===== src/rtl/ray_pkg.sv =====
// Shared constants for the camera ray generator: ray vector layout, IEEE-754
// double constants and the scan controller states.
package ray_pkg;
  localparam int VEC_W = 192;
  localparam int DBL_W = 64;
  localparam int X_LSB = 128;
  localparam int Y_LSB = 64;
  localparam int Z_LSB = 0;
  localparam logic [63:0] DBL_NEG_ONE = 64'hBFF0000000000000;
  localparam int DBL_BIAS = 1023;

  typedef enum logic [0:0] {
    IDLE = 1'b0,
    RUN  = 1'b1
  } state_t;
endpackage


===== src/rtl/int_to_double.sv =====
// Exact conversion of a small signed integer, scaled by 2^-SCALE_LOG2, into an
// IEEE-754 double. Inputs are narrow enough that no rounding is ever needed.
module int_to_double
  import ray_pkg::*;
#(
  parameter int IN_W       = 11,
  parameter int SCALE_LOG2 = 8
) (
  input  logic signed [IN_W-1:0]  val,
  output logic        [DBL_W-1:0] dbl
);

  logic [IN_W-1:0] mag;
  logic [IN_W-2:0] norm;
  logic [51:0]     mant;
  logic [10:0]     expo;
  int              msb;

  always_comb begin
    mag = val[IN_W-1] ? $unsigned(-val) : $unsigned(val);
    msb = 0;
    for (int k = 0; k < IN_W; k++) begin
      if (mag[k]) msb = k;
    end
    // The cast drops the implicit leading one after normalisation.
    norm = (IN_W-1)'(mag << (IN_W - 1 - msb));
    mant = '0;
    mant[51 -: IN_W-1] = norm;
    expo = 11'(DBL_BIAS + msb - SCALE_LOG2);
    dbl  = (mag == '0) ? '0 : {val[IN_W-1], expo, mant};
  end

endmodule


===== src/rtl/ray_gen.sv =====
// Camera ray source: scans the frame top row first and presents one primary-ray
// direction per pixel on a valid/ready interface.
module ray_gen
  import ray_pkg::*;
#(
  parameter int LOG2_W = 8,
  parameter int LOG2_H = 7
) (
  input  logic              clk,
  input  logic              rst_n,
  input  logic              start,
  output logic              busy,
  output logic              done,
  output logic              ray_valid,
  input  logic              ray_ready,
  output logic [VEC_W-1:0]  ray_dir,
  output logic [LOG2_W-1:0] pix_x,
  output logic [LOG2_H-1:0] pix_y,
  output logic              last
);

  localparam logic [LOG2_W-1:0] X_MAX = '1;
  localparam logic [LOG2_H-1:0] Y_TOP = '1;
  localparam int X_OFF = 2 << LOG2_W;
  localparam int Y_OFF = 1 << LOG2_H;

  state_t                    state;
  logic [LOG2_W-1:0]         nx;
  logic [LOG2_H-1:0]         ny;
  logic                      n_last;
  logic                      hs;
  logic signed [LOG2_W+2:0]  xi;
  logic signed [LOG2_H+1:0]  yi;
  logic [DBL_W-1:0]          xd;
  logic [DBL_W-1:0]          yd;

  assign hs = ray_valid && ray_ready;

  // Next pixel to present: the frame origin from IDLE, otherwise the successor.
  always_comb begin
    nx = '0;
    ny = Y_TOP;
    if (state == RUN) begin
      if (pix_x == X_MAX) begin
        nx = '0;
        ny = pix_y - LOG2_H'(1);
      end else begin
        nx = pix_x + LOG2_W'(1);
        ny = pix_y;
      end
    end
    n_last = (nx == X_MAX) && (ny == '0);
    xi = {1'b0, nx, 2'b00} - (LOG2_W+3)'(X_OFF);
    yi = {1'b0, ny, 1'b0} - (LOG2_H+2)'(Y_OFF);
  end

  int_to_double #(.IN_W(LOG2_W+3), .SCALE_LOG2(LOG2_W)) u_x (.val(xi), .dbl(xd));
  int_to_double #(.IN_W(LOG2_H+2), .SCALE_LOG2(LOG2_H)) u_y (.val(yi), .dbl(yd));

  always_ff @(posedge clk) begin
    if (!rst_n) begin
      state     <= IDLE;
      busy      <= 1'b0;
      done      <= 1'b0;
      ray_valid <= 1'b0;
      last      <= 1'b0;
      ray_dir   <= '0;
      pix_x     <= '0;
      pix_y     <= '0;
    end else begin
      done <= 1'b0;
      case (state)
        IDLE: begin
          if (start) begin
            state                     <= RUN;
            busy                      <= 1'b1;
            ray_valid                 <= 1'b1;
            pix_x                     <= nx;
            pix_y                     <= ny;
            last                      <= n_last;
            ray_dir[X_LSB +: DBL_W]   <= xd;
            ray_dir[Y_LSB +: DBL_W]   <= yd;
            ray_dir[Z_LSB +: DBL_W]   <= DBL_NEG_ONE;
          end
        end
        RUN: begin
          if (hs) begin
            if (last) begin
              state     <= IDLE;
              busy      <= 1'b0;
              ray_valid <= 1'b0;
              last      <= 1'b0;
              done      <= 1'b1;
            end else begin
              pix_x                   <= nx;
              pix_y                   <= ny;
              last                    <= n_last;
              ray_dir[X_LSB +: DBL_W] <= xd;
              ray_dir[Y_LSB +: DBL_W] <= yd;
              ray_dir[Z_LSB +: DBL_W] <= DBL_NEG_ONE;
            end
          end
        end
        default: state <= IDLE;
      endcase
    end
  end

endmodule


===== config.mk =====
export PLATFORM = sky130hd
export DESIGN_NAME = ray_gen
export DESIGN_NICKNAME = d
export VERILOG_FILES = /design/src/rtl/ray_pkg.sv /design/src/rtl/int_to_double.sv /design/src/rtl/ray_gen.sv
export SDC_FILE = /design/constraint.sdc
export NUM_CORES = 1
export LEC_CHECK = 0
export CAP_MARGIN = 20
export CORE_ASPECT_RATIO = 0.7
export CORE_UTILIZATION = 48
export CTS_BUF_LIST = sky130_fd_sc_hd__clkbuf_8
export CTS_CLUSTER_DIAMETER = 150
export DETAILED_ROUTE_END_ITERATION = 10
export GPL_TIMING_DRIVEN = 0
export HOLD_SLACK_MARGIN = 0.03
export PLACE_DENSITY_LB_ADDON = 0.2
export SLEW_MARGIN = 10
export SYNTH_ARGS = -nofsm -noshare
export SYNTH_HDL_FRONTEND = slang
export SYNTH_SLANG_ARGS = --single-unit

===== constraint.sdc =====
create_clock -name clk -period 8.5 [get_ports clk]
set_input_delay 1.7 -clock clk [delete_from_list [all_inputs] [get_ports clk]]
set_output_delay 1.7 -clock clk [all_outputs]
set_load 0.05 [all_outputs]

# Yosys cells after proc, flatten, opt, wreduce, memory -nomap -nowiden
# Index checks and enable logic that the tools add are counted.
[totals] out_inout_bits=211 register_bits=211 in_bits=4
[op_classes] n_shift=2 n_bitwise=1 reduce_logical=9 addsub=12 eq_ne=6 mux=51
[ops] op="$mux 192" count=3
[ops] op="$pmux 192 s2" count=1
[ops] op="$mux 64" count=2
[ops] op="$mux 8" count=5
[ops] op="$mux 7" count=5
[ops] op="$shl 11x32->10" count=1
[ops] op="$shl 9x32->8" count=1
[ops] op="$mux 3" count=8
[ops] op="$add 10x4->11 const A" count=2
[ops] op="$eq 8x8->1 const B" count=2
[ops] op="$mux 4" count=4
[ops] op="$pmux 8 s2" count=1
[ops] op="$pmux 7 s2" count=1
[ops] op="$mux 1" count=12
[ops] op="$logic_not 11->1" count=1
[ops] op="$mux 11" count=1
[ops] op="$neg 11->11" count=1
[ops] op="$sub 10x10->11 const B" count=1
[ops] op="$sub 11x4->11 const B" count=1
[ops] op="$sub 11x5->11 const B" count=1
[ops] op="$sub 4x4->5 const A" count=2
[ops] op="$logic_not 9->1" count=1
[ops] op="$mux 9" count=1
[ops] op="$neg 9->9" count=1
[ops] op="other kinds (12)" count=22

# Depth between registers and ports, before layout
[depth] ltp_word=22 ltp_mapped=21 mapped_depth_nobuf=20

# By module
# From an unflattened synthesis, not the netlist that was laid out.
[hier_totals] cells_unflattened=1151 hier_area_um2=8684.6
[modules_own_cells] module="ray_gen" cells_each=790 seq_area_each_um2=2962.8 area_per_inst_um2=6097.1 n_inst=1
[modules_own_cells] module="int_to_double at u_x" cells_each=207 seq_area_each_um2=0.0 area_per_inst_um2=1450.1 n_inst=1
[modules_own_cells] module="int_to_double at u_y" cells_each=154 seq_area_each_um2=0.0 area_per_inst_um2=1137.3 n_inst=1

# Worst setup path after synthesis
# Ideal clock, no wire load.
[synth_path] kind="register to register" start="register pix_x[0]" end="register ray_dir[114]" period_less_slack_ps=4266 path_stages_with_launch=18 path_slack_ps=4234 arrival_time_ps=4144 path_cell_list="dfxtp_1 > ha_1 > buf_2 > nand4_4 > nor2_1 > mux2i_1 > inv_1 > ha_1 > a31oi_2 > mux2i_4 > a21oi_2 > o21ai_4 > inv_1 > ha_1 > clkbuf_1 > nor3_1 > a21oi_1 > a221o_1"
[synth_between] elab_chain_cells=20 word_cells_on_any_way=22
[synth_lines] item="start: declaration" line_no="ray_gen.sv:17" source="output logic [LOG2_W-1:0] pix_x,"
[synth_lines] item="start signal: assignment" line_no="ray_gen.sv:78" source="pix_x <= nx;"
[synth_lines] item="start signal: assignment" line_no="ray_gen.sv:95" source="pix_x <= nx;"
[synth_lines] item="$eq 8x8->1 *" line_no="ray_gen.sv:44" source="if (pix_x == X_MAX) begin"
[synth_lines] item="$mux 7 *" line_no="ray_gen.sv:44"
[synth_lines] item="$mux 7 *" line_no="ray_gen.sv:43" source="if (state == RUN) begin"
[synth_lines] item="$sub 8x8->9 *" line_no="ray_gen.sv:54" source="yi = {1'b0, ny, 1'b0} - (LOG2_H+2)'(Y_OFF);"
[synth_lines] item="$neg 9->9" line_no="int_to_double.sv:20" source="mag = val[IN_W-1] ? $unsigned(-val) : $unsigned(val);"
[synth_lines] item="$mux 9 *" line_no="int_to_double.sv:20"
[synth_lines] item="$mux 1" line_no="int_to_double.sv:23" source="if (mag[k]) msb = k;"
[synth_lines] item="$mux 2 (2 in a row)" line_no="int_to_double.sv:23"
[synth_lines] item="$mux 3 (4 in a row)" line_no="int_to_double.sv:23"
[synth_lines] item="$mux 4" line_no="int_to_double.sv:23"
[synth_lines] item="$sub 4x4->5" line_no="int_to_double.sv:26" source="norm = (IN_W-1)'(mag << (IN_W - 1 - msb));"
[synth_lines] item="$shl 9x32->8" line_no="int_to_double.sv:26"
[synth_lines] item="$mux 64 *" line_no="int_to_double.sv:30" source="dbl = (mag == '0) ? '0 : {val[IN_W-1], expo, mant};"
[synth_lines] item="$mux 192" line_no="ray_gen.sv:88" source="if (last) begin"
[synth_lines] item="$mux 192" line_no="ray_gen.sv:87" source="if (hs) begin"
[synth_lines] item="$pmux 192 s2 *" line_no="ray_gen.sv:72" source="case (state)"
[synth_lines] item="end signal: indexed assignment" line_no="ray_gen.sv:82" source="ray_dir[Y_LSB +: DBL_W] <= yd;"
[synth_lines] item="end signal: indexed assignment" line_no="ray_gen.sv:99" source="ray_dir[Y_LSB +: DBL_W] <= yd;"
[synth_lines] item="end: declaration" line_no="ray_gen.sv:16" source="output logic [VEC_W-1:0] ray_dir,"
# Mark *: on every way between the ends. The rest lies on a longest branch, timed or not. The select of a mux whose other input is x is not followed.
# A chain may end at the register's enable or synchronous reset.

# Final worst setup path
[layout_path] start="register pix_x[0]" end="register ray_dir[177]"
[layout_between] elab_chain_cells=21 word_cells_on_any_way=25
[layout_lines] item="$add 8x1->8 / $eq 8x8->1 (equally long branches)" line_no="ray_gen.sv:48, ray_gen.sv:44"
[layout_lines] item="$mux 8 *" line_no="ray_gen.sv:44"
[layout_lines] item="$mux 8 *" line_no="ray_gen.sv:43"
[layout_lines] item="$sub 10x10->11 *" line_no="ray_gen.sv:53" source="xi = {1'b0, nx, 2'b00} - (LOG2_W+3)'(X_OFF);"
[layout_lines] item="$neg 11->11 / $mux 11 (equally long branches)" line_no="int_to_double.sv:20"
[layout_lines] item="$mux 11 *" line_no="int_to_double.sv:20"
[layout_lines] item="$mux 2 (2 in a row)" line_no="int_to_double.sv:23"
[layout_lines] item="$mux 3 (4 in a row)" line_no="int_to_double.sv:23"
[layout_lines] item="$mux 4 (3 in a row)" line_no="int_to_double.sv:23"
[layout_lines] item="$sub 4x4->5" line_no="int_to_double.sv:26"
[layout_lines] item="$shl 11x32->10" line_no="int_to_double.sv:26"
[layout_lines] item="$mux 64 *" line_no="int_to_double.sv:30"
[layout_lines] item="$mux 192" line_no="ray_gen.sv:88"
[layout_lines] item="$mux 192" line_no="ray_gen.sv:87"
[layout_lines] item="$pmux 192 s2 *" line_no="ray_gen.sv:72"
# Marked as above.

==> summary.txt <==
Placed wire-length estimate = 11100 um
Drt wl/cell = 14.2 um
TritonCTS clock tree = built
Buffer levels on the longest clock path = 2
Post-synth EDFFs = 0
Largest cells by area after synthesis = sky130_fd_sc_hd__buf_4, sky130_fd_sc_hd__dfxtp_1, sky130_fd_sc_hd__nor2_1
Kind of critical path = flip-flop to flip-flop
Run status = finished clean
Number of violations reported at the end of detailed-routing iteration 0 = 513
Async SR Flop Fraction = 0
Max Clock Skew = 0.00894 ns
Floorplan die area = 10600 um2
Number of warnings printed during yosys synthesis = 0
Post-Synthesis Cell Area = 4870 um2
RSZ-0062 raised after global routing = false
Vertical die dimension = 86.3 um
Capturing element type of the critical path = flip-flop
Inserted Clock Buffers = 5
Number of setup violations in the final report = 0
Vias in the first global route = 4253
Req. time, crit path = 8.74 ns
Register area share after synthesis = 0.206
Finished layout cell area = 6400 um2
Horizontal die dimension = 122 um
Minimum clock period = 4.95 ns
Layout fillers = 878
Hold WC Path Type = flip-flop to flip-flop
Worst setup SP type = flip-flop
Distinct cell type count of the synthesized netlist = 76
Final worst path period share = 0.582
Maximum number of pins on one net before global-route repair = 17
Commonest cells in the synthesized netlist = sky130_fd_sc_hd__buf_4, sky130_fd_sc_hd__nor2_1, sky130_fd_sc_hd__dfxtp_1
Placer Congestion = 0.963
Average instance area after synthesis = 7.63 um2
Max IR drop VDD = 84.9 uV
Initial cell density of the core = 0.499
H-Tree Level Count = 2
Buffer type at the clock tree root = sky130_fd_sc_hd__clkbuf_8
Remaining number of nets flagged by the antenna check after routing = 0
Mapped Cells = 638
Post-CTS Setup Inserts = 0
Number of detailed-routing iterations run before antenna repair = 5
Area fraction of the dominant cell type after synthesis = 0.250
Hold slack = 0.478 ns
Avg Vias per Cell = 4.99
Remaining routing DRC violations = 0
Total of hold buffers inserted after clock tree synthesis = 0
Critical-path maximum fanout = 10
Skew-Pair Late Insertion Delay = 0.31 ns
Number of hold-slack violations in the final timing report = 0
CTS sink count = 50
Total inserted antenna cells = 0
Final routed wirelength across all metal layers = 14000 um
Total negative slack for setup checks = 0 ns
Number of port buffers = 72
Maximum clock frequency = 0.202 GHz
Most instantiated flip-flop cell in the synthesis netlist = sky130_fd_sc_hd__dfxtp_1
Register bit count reported by yosys = 50
Max-cap violations = 0
Measured slew at the worst slew-check pin = 0.775 ns
Final Net Count = 869
Global-route wire length before repair = 21400 um
Cell row count = 30
Final Max Slew Viols = 0
Cell accounting for the most synthesized area = sky130_fd_sc_hd__buf_4
Area of the placeable core = 9760 um2
Total global routing overflow = 0
Crit path DAT = 5.18 ns
Post-DP Area = 6280 um2
Leakage = 3.03 nW
Top-level I/O count = 215
Power density of the placed cells = 150 nW/um2
Most frequent cell after synthesis = sky130_fd_sc_hd__buf_4
Worst slew margin relative to its limit = 0.468
Area growth from synthesis to final layout = 31.4%
Share of cells above drive strength 1 = 0.249
Number of vias after detailed routing = 4923
Core utilization of the finished layout = 0.656
CTS clk-pin slew, worst paths = 0.10 ns
All-Layer GR Usage = 0.258
Post-CTS Resized = 0
Number of antenna violations at the first check in global routing = 0
-- metal layers --
layer,vias up,part of all wire,track usage
li1,2354,-,-
met1,2265,0.45,0.374
met2,279,0.43,0.384
met3,25,0.11,0.0586
met4,0,0.011,0.0599
met5,-,0,0
-- state kept, by name (all words and copies together), names as in the netlist --
register / cells
pix_y: 7
done: 1
last: 1
ray_valid: 1
ray_dir: 31
state: 1
pix_x: 8
-- where the power goes --
group / total (mW) / internal (mW) / switching, mW
clock network: 0.182 / 0.0969 / 0.0854
registers: 0.268 / 0.251 / 0.0168
logic: 0.508 / 0.153 / 0.355
total: 0.958 / 0.501 / 0.457
-- critical path, cell delays in order (launching register included) --
cell                        delay, ns
sky130_fd_sc_hd__dfxtp_1         0.46
sky130_fd_sc_hd__ha_1            0.18
sky130_fd_sc_hd__buf_2           0.23
sky130_fd_sc_hd__nand4_4         0.22
sky130_fd_sc_hd__o21ai_1         0.69
sky130_fd_sc_hd__o21ai_0         0.41
sky130_fd_sc_hd__nor2_1          0.30
sky130_fd_sc_hd__nand2_1         0.11
sky130_fd_sc_hd__a2bb2oi_1       0.35
sky130_fd_sc_hd__o21ai_4         0.14
sky130_fd_sc_hd__ha_1            0.20
sky130_fd_sc_hd__clkbuf_1        0.20
sky130_fd_sc_hd__inv_1           0.12
sky130_fd_sc_hd__nor2_1          0.06
sky130_fd_sc_hd__a311oi_1        0.57
sky130_fd_sc_hd__and2b_1         0.30
sky130_fd_sc_hd__o21ai_0         0.13
sky130_fd_sc_hd__a31oi_1         0.19
-- worst paths after layout --
| path | slack [ns] | from | to | cells past startpoint |
|---|---|---|---|---|
| worst min-delay path | 0.48 | ray_dir[112] | ray_dir[112] | 1 |
| worst min register to register | 0.48 | ray_dir[112] | ray_dir[112] | 1 |
| worst max register to register | 3.55 | pix_x[0] | ray_dir[177] | 17 |
| worst max-delay path | 3.55 | pix_x[0] | ray_dir[177] | 17 |
-- logic make-up (layout without fill, tap and decap cells) --
group / Yosys count / in the layout / synth area share
multiplexers: 25 / 25 / 0.0568
AND/OR/NAND/NOR: 197 / 197 / 0.206
adder cells (fa/ha/maj): 7 / 7 / 0.0180
buffers and inverters: 210 / 290 / 0.290
other: 1 / 142 / 0.000770
AO/OA/AOI/OAI: 130 / 130 / 0.189
XOR/XNOR: 18 / 18 / 0.0339
flip-flops: 50 / 50 / 0.206
-- placed cells by master (no fill, tap or decap), drive strengths merged, types with 4 or more instances in the layout --
master	instances
nor3	12
xor2	7
nand2b	7
a21oi	34
a31oi	4
and2	7
mux2i	17
ha	7
conb	142
o21ai	22
nand2	48
xnor2	11
a22oi	9
clkdlybuf4s50	72
a211oi	13
clkbuf	28
buf	170
mux2	8
nor2b	6
and3	9
nand3	17
inv	19
dfxtp	50
nor4	6
o211ai	9
nand4	4
nor2	65
-- metrics by stage --
step | std cells | total power [mW] | worst slack, ns
CTS | 987 | 0.953 | 3.71
global route | 987 | 0.999 | 3.29
finish | 987 | 0.958 | 3.55
detailed placement | 979 | 0.771 | 3.76
floorplan | 779 | 0.680 | 4.23
global placement | 979 | 0.768 | 3.78
-- final cells by class --
type                       count  area [um2]  area share
multi-input combinational    519        2990       0.466
buffer                       192        1350       0.210
sequential                    50        1000       0.156
timing repair buffer          72         721       0.113
tap                          128         160      0.0250
clock buffer                   6        82.6      0.0129
inverter                      18        67.6      0.0106
clock inverter                 2        38.8     0.00606
Power figures use the tool's default switching activity.
